$ cat src/rtl/lzc_normalizer_pipe_if.sv
// Handshake and data bundle for the leading-count normaliser: upstream beat
// in, normalised beat out. The master side drives the input beat and out_ready.
interface lzc_normalizer_pipe_if #(
  parameter int WIDTH = 24,
  parameter int EXP_W = 8
);
  localparam int CW = $clog2(WIDTH + 1);

  logic             in_valid;
  logic             in_ready;
  logic [WIDTH-1:0] in_mant;
  logic [EXP_W-1:0] in_exp;
  logic             in_lead_one;

  logic             out_valid;
  logic             out_ready;
  logic [WIDTH-1:0] out_mant;
  logic [EXP_W-1:0] out_exp;
  logic [CW-1:0]    out_cnt;
  logic             out_zero;
  logic             out_uflow;

  modport master (
    output in_valid, in_mant, in_exp, in_lead_one, out_ready,
    input  in_ready, out_valid, out_mant, out_exp, out_cnt, out_zero, out_uflow
  );

  modport slave (
    input  in_valid, in_mant, in_exp, in_lead_one, out_ready,
    output in_ready, out_valid, out_mant, out_exp, out_cnt, out_zero, out_uflow
  );
endinterface

$ cat src/rtl/lzc_normalizer_pipe.sv
// Two-stage leading-zero/leading-one counter and normaliser: stage 1 registers
// the count with its operands, stage 2 registers the shifted mantissa and flags.
module lzc_normalizer_pipe #(
  parameter int WIDTH = 24,
  parameter int EXP_W = 8
) (
  input  logic                 clk,
  input  logic                 rst_n,
  lzc_normalizer_pipe_if.slave bus
);
  localparam int CW    = $clog2(WIDTH + 1);
  localparam int CMP_W = (CW > EXP_W) ? CW : EXP_W;

  // Handshake
  logic s1_valid_reg;
  logic out_valid_reg;
  logic s2_adv;
  logic s1_adv;
  logic accept;

  assign s2_adv       = !out_valid_reg || bus.out_ready;
  assign s1_adv       = s2_adv || !s1_valid_reg;
  assign accept       = bus.in_valid && s1_adv;
  assign bus.in_ready = s1_adv;

  // Stage 1: MSB-first priority search for the first bit that differs from the mode bit
  logic [CW-1:0] lz_next;
  logic          found;

  always_comb begin
    lz_next = CW'(WIDTH);
    found   = 1'b0;
    for (int i = WIDTH - 1; i >= 0; i--) begin
      if (!found && (bus.in_mant[i] != bus.in_lead_one)) begin
        found   = 1'b1;
        lz_next = CW'(WIDTH - 1 - i);
      end
    end
  end

  logic [WIDTH-1:0] s1_mant_reg;
  logic [EXP_W-1:0] s1_exp_reg;
  logic [CW-1:0]    s1_cnt_reg;

  always_ff @(posedge clk) begin
    if (!rst_n) begin
      s1_valid_reg <= 1'b0;
      s1_mant_reg  <= '0;
      s1_exp_reg   <= '0;
      s1_cnt_reg   <= '0;
    end else if (s1_adv) begin
      s1_valid_reg <= bus.in_valid;
      if (accept) begin
        s1_mant_reg <= bus.in_mant;
        s1_exp_reg  <= bus.in_exp;
        s1_cnt_reg  <= lz_next;
      end
    end
  end

  // Stage 2: shift is clamped to the exponent so the subtraction never wraps
  logic [CMP_W-1:0] cnt_ext;
  logic [CMP_W-1:0] exp_ext;
  logic [CMP_W-1:0] shift;
  logic [WIDTH-1:0] mant_next;
  logic [EXP_W-1:0] exp_next;
  logic             zero_next;
  logic             uflow_next;

  assign cnt_ext = CMP_W'(s1_cnt_reg);
  assign exp_ext = CMP_W'(s1_exp_reg);

  always_comb begin
    shift      = '0;
    mant_next  = '0;
    exp_next   = '0;
    zero_next  = 1'b0;
    uflow_next = 1'b0;
    if (s1_cnt_reg == CW'(WIDTH)) begin
      zero_next = 1'b1;
    end else if (cnt_ext > exp_ext) begin
      shift      = exp_ext;
      uflow_next = 1'b1;
      mant_next  = s1_mant_reg << shift;
    end else begin
      shift     = cnt_ext;
      exp_next  = EXP_W'(exp_ext - cnt_ext);
      mant_next = s1_mant_reg << shift;
    end
  end

  logic [WIDTH-1:0] out_mant_reg;
  logic [EXP_W-1:0] out_exp_reg;
  logic [CW-1:0]    out_cnt_reg;
  logic             out_zero_reg;
  logic             out_uflow_reg;

  always_ff @(posedge clk) begin
    if (!rst_n) begin
      out_valid_reg <= 1'b0;
      out_mant_reg  <= '0;
      out_exp_reg   <= '0;
      out_cnt_reg   <= '0;
      out_zero_reg  <= 1'b0;
      out_uflow_reg <= 1'b0;
    end else if (s2_adv) begin
      out_valid_reg <= s1_valid_reg;
      if (s1_valid_reg) begin
        out_mant_reg  <= mant_next;
        out_exp_reg   <= exp_next;
        out_cnt_reg   <= s1_cnt_reg;
        out_zero_reg  <= zero_next;
        out_uflow_reg <= uflow_next;
      end
    end
  end

  assign bus.out_valid = out_valid_reg;
  assign bus.out_mant  = out_mant_reg;
  assign bus.out_exp   = out_exp_reg;
  assign bus.out_cnt   = out_cnt_reg;
  assign bus.out_zero  = out_zero_reg;
  assign bus.out_uflow = out_uflow_reg;
endmodule

$ cat src/flat_wrapper.sv
// flat-port wrapper written by rule: the top's interface ports become plain ports
module lzc_normalizer_pipe_flat 
#(
  parameter int WIDTH = 24,
  parameter int EXP_W = 8
)
  (clk, rst_n, bus_in_valid, bus_in_mant, bus_in_exp, bus_in_lead_one, bus_out_ready, bus_in_ready, bus_out_valid, bus_out_mant, bus_out_exp, bus_out_cnt, bus_out_zero, bus_out_uflow);
  lzc_normalizer_pipe_if #(.WIDTH(WIDTH), .EXP_W(EXP_W)) bus_i ();
  input  logic clk;
  input  logic rst_n;
  input wire logic [$bits(bus_i.in_valid)-1:0] bus_in_valid;
  input wire logic [$bits(bus_i.in_mant)-1:0] bus_in_mant;
  input wire logic [$bits(bus_i.in_exp)-1:0] bus_in_exp;
  input wire logic [$bits(bus_i.in_lead_one)-1:0] bus_in_lead_one;
  input wire logic [$bits(bus_i.out_ready)-1:0] bus_out_ready;
  output wire logic [$bits(bus_i.in_ready)-1:0] bus_in_ready;
  output wire logic [$bits(bus_i.out_valid)-1:0] bus_out_valid;
  output wire logic [$bits(bus_i.out_mant)-1:0] bus_out_mant;
  output wire logic [$bits(bus_i.out_exp)-1:0] bus_out_exp;
  output wire logic [$bits(bus_i.out_cnt)-1:0] bus_out_cnt;
  output wire logic [$bits(bus_i.out_zero)-1:0] bus_out_zero;
  output wire logic [$bits(bus_i.out_uflow)-1:0] bus_out_uflow;
  assign bus_i.in_valid = bus_in_valid;
  assign bus_i.in_mant = bus_in_mant;
  assign bus_i.in_exp = bus_in_exp;
  assign bus_i.in_lead_one = bus_in_lead_one;
  assign bus_i.out_ready = bus_out_ready;
  assign bus_in_ready = bus_i.in_ready;
  assign bus_out_valid = bus_i.out_valid;
  assign bus_out_mant = bus_i.out_mant;
  assign bus_out_exp = bus_i.out_exp;
  assign bus_out_cnt = bus_i.out_cnt;
  assign bus_out_zero = bus_i.out_zero;
  assign bus_out_uflow = bus_i.out_uflow;
  lzc_normalizer_pipe #(.WIDTH(WIDTH), .EXP_W(EXP_W)) u_core (.clk(clk), .rst_n(rst_n), .bus(bus_i));
endmodule
$ cat config.mk
export PLATFORM = sky130hd
export DESIGN_NAME = lzc_normalizer_pipe_flat
export DESIGN_NICKNAME = d
export VERILOG_FILES = /design/src/rtl/lzc_normalizer_pipe_if.sv /design/src/rtl/lzc_normalizer_pipe.sv /design/src/flat_wrapper.sv
export SDC_FILE = /design/constraint.sdc
export NUM_CORES = 1
export LEC_CHECK = 0
export BUFFER_PORTS_ARGS = -buffer_cell sky130_fd_sc_hd__buf_4
export CAP_MARGIN = 20
export CELL_PAD_IN_SITES_DETAIL_PLACEMENT = 0
export CELL_PAD_IN_SITES_GLOBAL_PLACEMENT = 2
export CORE_AREA = 3 3 162 116
export DETAILED_ROUTE_END_ITERATION = 10
export DIE_AREA = 0 0 165 119
export PLACE_DENSITY_LB_ADDON = 0.1
export SLEW_MARGIN = 10
export SYNTH_ARGS = -nofsm -noshare
export SYNTH_HDL_FRONTEND = slang
export SYNTH_SLANG_ARGS = --single-unit
$ cat constraint.sdc
create_clock -name clk -period 3.12 [get_ports clk]
set_clock_uncertainty 0.15 [all_clocks]
set_input_delay 0.468 -clock clk [delete_from_list [all_inputs] [get_ports clk]]
set_output_delay 0.468 -clock clk [all_outputs]
set_load 0.02 [all_outputs]
==> results of run 1 <==
-- final cells by class --
class / count / area, sq um
Tap cell: 231 / 289
Fill cell: 1797 / 9670
Sequential cell: 78 / 1560
Timing Repair Buffer: 188 / 1540
Inverter: 17 / 63.8
Clock inverter: 5 / 60.1
Clock buffer: 11 / 233
Multi-Input combinational cell: 543 / 3850
-- critical path, cell delays in order, from the launching register on --
cell	delay, ns
dfxtp_2	0.32
inv_2	0.08
ha_4	0.14
inv_2	0.04
fa_2	0.38
a211oi_4	0.31
buf_4	0.18
o21ai_4	0.09
mux2i_4	0.23
buf_4	0.17
mux2i_2	0.18
o211a_1	0.26
or4_4	0.54
a31oi_1	0.14
-- cells by family after synthesis --
logic type / synth area share [%]
AO/OA/AOI/OAI: 29.1
XOR/XNOR: 1.18
adder cells (fa/ha/maj): 1.59
buffers and inverters: 4.61
flip-flops: 30.1
multiplexers: 9.34
AND/OR/NAND/NOR: 24.1
-- power by group through the flow --
stage                     clock network [mW]  logic (mW)  registers, mW
after floorplan                            0       0.509           1.14
after global placement                     0       0.989           1.12
after detailed placement                   0       0.987           1.13
after CTS                               1.08        1.09           1.11
after global routing                    1.13        1.32           1.11
final                                   1.06        1.22           1.11
-- routing by layer --
metal | GRT usage [%] | routed length [microns] | share of wire, % | vias to the layer above
met2 | 30.1 | 8820 | 43 | 122
met3 | 4.10 | 984 | 4.8 | 24
li1 | - | - | - | 2801
met4 | 4.24 | 284 | 1.4 | 0
met1 | 31.6 | 10500 | 51 | 2753
met5 | 0 | 0 | 0 | -
-- layout by cell type (no fill, tap or decap), types with 4 or more instances in the layout --
cell type and n:
nand2_1 135, ha_1 4, a21boi_0 42, buf_6 13, o31ai_1 6, buf_12 4, mux2_4 4, mux2i_2 10
and2_1 13, mux2i_4 5, dfxtp_1 76, o2111ai_1 4, mux2i_1 22, nor2_1 30, a22oi_1 17, a32oi_1 5
o21ai_1 9, a31oi_1 14, xor2_1 4, inv_1 15, nor3_1 7, nand3_1 13, buf_4 169, nor2b_1 19
nand4_1 4, and3_1 8, nand2b_1 5, a21oi_1 19, o21a_1 5, o211ai_1 9, o21ai_0 28, nand2_2 5
clkbuf_16 9, nor2_4 5
-- path summary, 6_finish.rpt --
check,endpoint,start,cells past startpoint
worst max register to register,u_core.bus.out_mant[22],u_core.exp_ext[0],13
worst max-delay path,u_core.bus.out_mant[22],u_core.exp_ext[0],13
worst min-delay path,u_core.exp_ext[5],bus_in_exp[5],3
worst min register to register,u_core.bus.out_mant[9],u_core.bus.out_mant[9],2
-- what timing repair did --
item                       4_1_cts  5_1_grt
setup buffers                   11       11
gates resized for setup         45       76
gates cloned                     1        0
setup endpoints to repair       24       24
pin swaps                       10       24
==> impl_metrics.env, run 1 <==
export IMPL_gp_congestion=0.857
export IMPL_period_share_pct=105
export IMPL_synth_top_area_share_pct=30.1
export IMPL_synthesis_nets=724
export IMPL_fin_nets=880
export IMPL_p_comb_share_pct=36.1
export IMPL_synth_most_common_cell="nand2_1"
export IMPL_antenna_found_initial=0
export IMPL_start_util_pct=30.0
export IMPL_num_rows=40
export IMPL_p_sw_share_pct=33.9
export IMPL_whs_ns=0.233
export IMPL_finalHoldViolCount=0
export IMPL_worstPathRequired_ns=3.24
export IMPL_cts_sinks=78
export IMPL_yosys_warnings=0
export IMPL_yosysSeqAreaShare_pct=30.1
export IMPL_die_h_microns=119
export IMPL_synth_seq_cells=78
export IMPL_synth_cell_types=66
export IMPL_power_mw=3.39
export IMPL_grt_pass1_wl_microns=32000
export IMPL_ant_nets=0
export IMPL_synthCells=681
export IMPL_grt_total_usage_pct=20.8
export IMPL_synthTopCellsByArea="dfxtp_1 (30%), nand2_1 (10%), mux2i_1 (7.0%)"
export IMPL_ctsHoldBuffers=0
export IMPL_p_per_area_nw_per_um2=446
export IMPL_slew_viol_final=0
export IMPL_die_width_microns=165
export IMPL_tns_ns=-1.66
export IMPL_vdd_drop_max_mv=0.194
export IMPL_fin_ws_ns=-0.167
export IMPL_cts_tree="built"
export IMPL_placed_area_sq_um=6630
export IMPL_clock_fmax_ghz=0.304
export IMPL_layout_cells_non_filler=1073
export IMPL_grt_ovfl_total=0
export IMPL_drc=0
export IMPL_core_area_sq_um=17300
export IMPL_status="complete, but fails checks"
export IMPL_dp_slack_ns=-0.362
export IMPL_numPortBuffers=77
export IMPL_synth_top_area_cell="dfxtp_1"
export IMPL_dp_hpwl_microns=15600
export IMPL_cts_root_buf="clkbuf_16"
export IMPL_r2r_slack_ns=-0.17
export IMPL_max_slew_margin_pct=42.9
export IMPL_cts_max_level=3
export IMPL_ys_flop_type="dfxtp_1"
export IMPL_routed_wl_microns=20500
export IMPL_switchingPower_mw=1.15
export IMPL_setup_viol=17
export IMPL_p_leak_nw=3.02
export IMPL_clock_path_buffers=2
export IMPL_rsz0062_at_grt="yes"
export IMPL_post_route_util_pct=44.0
export IMPL_first_pass_iters=5
export IMPL_vias_per_cell=5.31
export IMPL_drive_gt1_share_pct=33.7
export IMPL_synthTopCellsByCount="nand2_1 (142), dfxtp_1 (78), a21boi_0 (44)"
export IMPL_p_clk_share_pct=31.3
export IMPL_clk_latency_ns=0.34
export IMPL_cts_buffers=9
export IMPL_worst_setup_path_type="register to register"
export IMPL_mappedNetlistArea_sq_um=5180
export IMPL_grt_max_degree=74
export IMPL_critPathCaptureType="register"
export IMPL_avgSynthCellArea_sq_um=7.61
export IMPL_pin_count=78
export IMPL_area_growth_syn_to_layout_pct=46.5
export IMPL_p_seq_share_pct=32.7
export IMPL_cp_max_fo=4
export IMPL_synthArstFlopShare_pct=0
export IMPL_cap_violations=0
export IMPL_diodes=0
export IMPL_grt_pass1_vias=5525
export IMPL_p_int_mw=2.24
export IMPL_cp_start_kind="register"
export IMPL_avgRoutedWirePerCell_microns=19.2
export IMPL_worst_slew_pin_slew_ns=0.848
export IMPL_vias=5700
export IMPL_design_area_sq_um=7600
export IMPL_dp_cells=1037
export IMPL_hold_path_class="primary input to register"
export IMPL_drt_iter0_markers=382
export IMPL_failed_checks="setup timing"
export IMPL_cts_clk_slew_worst_paths_ns=0.06
export IMPL_synth_edf_count=0
export IMPL_arrival_ns=3.41
export IMPL_fin_crit_ns=3.29
export IMPL_dieArea_sq_um=19600
(Power assumes the default switching activity.)
==> run 2: changes to the inputs <==
--- a/config.mk
+++ b/config.mk
@@ -9,9 +9,9 @@
 export CAP_MARGIN = 20
 export CELL_PAD_IN_SITES_DETAIL_PLACEMENT = 0
 export CELL_PAD_IN_SITES_GLOBAL_PLACEMENT = 2
-export CORE_AREA = 3 3 162 116
+export CORE_AREA = 3 3 154 111
 export DETAILED_ROUTE_END_ITERATION = 10
-export DIE_AREA = 0 0 165 119
+export DIE_AREA = 0 0 157 114
 export PLACE_DENSITY_LB_ADDON = 0.1
 export SLEW_MARGIN = 10
 export SYNTH_ARGS = -nofsm -noshare
==> constraint.sdc (replaced) <==
create_clock -name clk -period 3.3 [get_ports clk]
set_clock_uncertainty 0.15 [all_clocks]
set_input_delay 0.495 -clock clk [delete_from_list [all_inputs] [get_ports clk]]
set_output_delay 0.495 -clock clk [all_outputs]
set_load 0.02 [all_outputs]
==> impl_metrics.env, run 2 (synthesis results as in run 1) <==
export IMPL_avgRoutedWirePerCell_microns=19.2
export IMPL_first_pass_iters=5
export IMPL_vdd_drop_max_mv=0.257
export IMPL_cts_sinks=78
export IMPL_ant_nets=0
export IMPL_worst_setup_path_type="register to register"
export IMPL_finalHoldViolCount=0
export IMPL_dieArea_sq_um=17900
export IMPL_vias=5489
export IMPL_layout_commonest_cell="nand2_1"
export IMPL_fin_crit_ns=3.17
export IMPL_slew_viol_final=0
export IMPL_die_h_microns=114
export IMPL_die_width_microns=157
export IMPL_cts_max_level=3
export IMPL_cap_violations=0
export IMPL_grt_pass1_vias=5214
export IMPL_drive_gt1_share_pct=23.7
export IMPL_clock_path_buffers=2
export IMPL_fin_nets=832
export IMPL_p_leak_nw=2.74
export IMPL_worst_slew_pin_slew_ns=0.856
export IMPL_cts_clk_slew_worst_paths_ns=0.06
export IMPL_clk_latency_ns=0.34
export IMPL_critPathCaptureType="register"
export IMPL_num_rows=38
export IMPL_drt_iter0_markers=448
export IMPL_ctsHoldBuffers=0
export IMPL_p_per_area_nw_per_um2=446
export IMPL_pin_count=78
export IMPL_drc=0
export IMPL_diodes=0
export IMPL_whs_ns=0.259
export IMPL_grt_total_usage_pct=21.3
export IMPL_multi_input_area_sq_um=3500
export IMPL_period_share_pct=96.1
export IMPL_worstPathRequired_ns=3.36
export IMPL_rsz0062_at_grt="yes"
export IMPL_area_growth_syn_to_layout_pct=30.9
export IMPL_post_route_util_pct=43.7
export IMPL_antenna_found_initial=0
export IMPL_hold_path_class="primary input to register"
export IMPL_fillers=1595
export IMPL_numPortBuffers=77
export IMPL_arrival_ns=3.24
export IMPL_dp_hpwl_microns=14900
export IMPL_vias_per_cell=5.53
export IMPL_cts_tree="built"
export IMPL_grt_pass1_wl_microns=29800
export IMPL_grt_ovfl_total=0
export IMPL_max_slew_margin_pct=42.3
export IMPL_cts_buffers=9
export IMPL_cp_start_kind="register"
export IMPL_gp_congestion=0.857
export IMPL_routed_wl_microns=19000
export IMPL_seq_area_sq_um=1560
export IMPL_mostFrequentLayoutCells="nand2_1 (142), buf_4 (136), dfxtp_1 (78)"
export IMPL_grt_max_degree=65
export IMPL_status="complete, no violations"
export IMPL_core_area_sq_um=15500
export IMPL_start_util_pct=33.3
export IMPL_setup_viol=0
export IMPL_cts_root_buf="clkbuf_16"
export IMPL_clock_fmax_ghz=0.315
export IMPL_cp_max_fo=15
-- run 2: cell count changes in the layout (fill, tap and decap cells not counted), sizes merged --
cell    previous run  this run
buf              188       140
clkbuf            11        10
bufinv             1         2
clkinv             3         2
-- run 2: what timing repair did --
| item | in CTS | in global routing |
|---|---|---|
| pin swaps | 0 | 5 |
| setup endpoints to repair | 1 | 22 |
| gates resized for setup | 2 | 26 |
| setup buffers | 0 | 3 |
-- run 2: per-layer routing --
| layer | GRT usage, % | vias to the layer above | routed length, microns |
|---|---|---|---|
| met4 | 3.67 | 0 | 134 |
| li1 | - | 2704 | - |
| met5 | 0 | - | 0 |
| met2 | 30.7 | 157 | 8000 |
| met1 | 33.3 | 2616 | 9900 |
| met3 | 3.72 | 12 | 1000 |
-- run 2: report_power, final --
part / internal [mW] / leakage, nW / switching (mW)
Sequential: 0.993 / 0.638 / 0.0511
Combinational: 0.394 / 1.95 / 0.523
Clock: 0.661 / 0.149 / 0.407
-- run 2: area by class of cell --
| class | count | share of cell area, % |
|---|---|---|
| multi-input cells | 543 | 51.6 |
| repair buffers | 140 | 16.1 |
| clock buffers | 10 | 3.37 |
| flip-flops and latches | 78 | 23.0 |
| well taps | 200 | 3.69 |
| inverters | 17 | 0.940 |
| clock inverters | 5 | 1.25 |
-- run 2: through the flow --
step	instances	setup WS [ns]	total power, mW	setup TNS (ns)	instance area [sq um]
2_1_floorplan	681	0.0104	1.55	0	5180
3_3_place_gp	975	-0.000342	1.93	-0.000342	6340
3_5_place_dp	975	0.0290	1.92	0	6340
4_1_cts	990	0.00972	3.00	0	6670
5_1_grt	993	-0.0437	3.18	-0.143	6790
6_report	993	0.128	3.03	0	6790
-- run 2: path summary, 6_finish.rpt --
check                               start                       to  slack, ns  cells past startpoint
setup / recovery        u_core.exp_ext[0]  u_core.bus.out_mant[18]       0.13                     12
hold / removal               bus_in_valid      u_core.s1_valid_reg       0.26                      3
setup reg to reg        u_core.exp_ext[0]  u_core.bus.out_mant[18]       0.13                     12
hold reg to reg   u_core.bus.out_mant[12]  u_core.bus.out_mant[12]       0.31                      2
-- run 2: critical path, cell delays in order, from the launching register on --
cell and delay, ns:
dfxtp_1 0.31, inv_1 0.07, ha_1 0.16, inv_1 0.06, fa_2 0.37, a211oi_4 0.31, o21ai_4 0.17, mux2i_4 0.33
buf_12 0.20, mux2i_1 0.30, o22ai_1 0.20, o21ai_0 0.30, a31oi_1 0.11
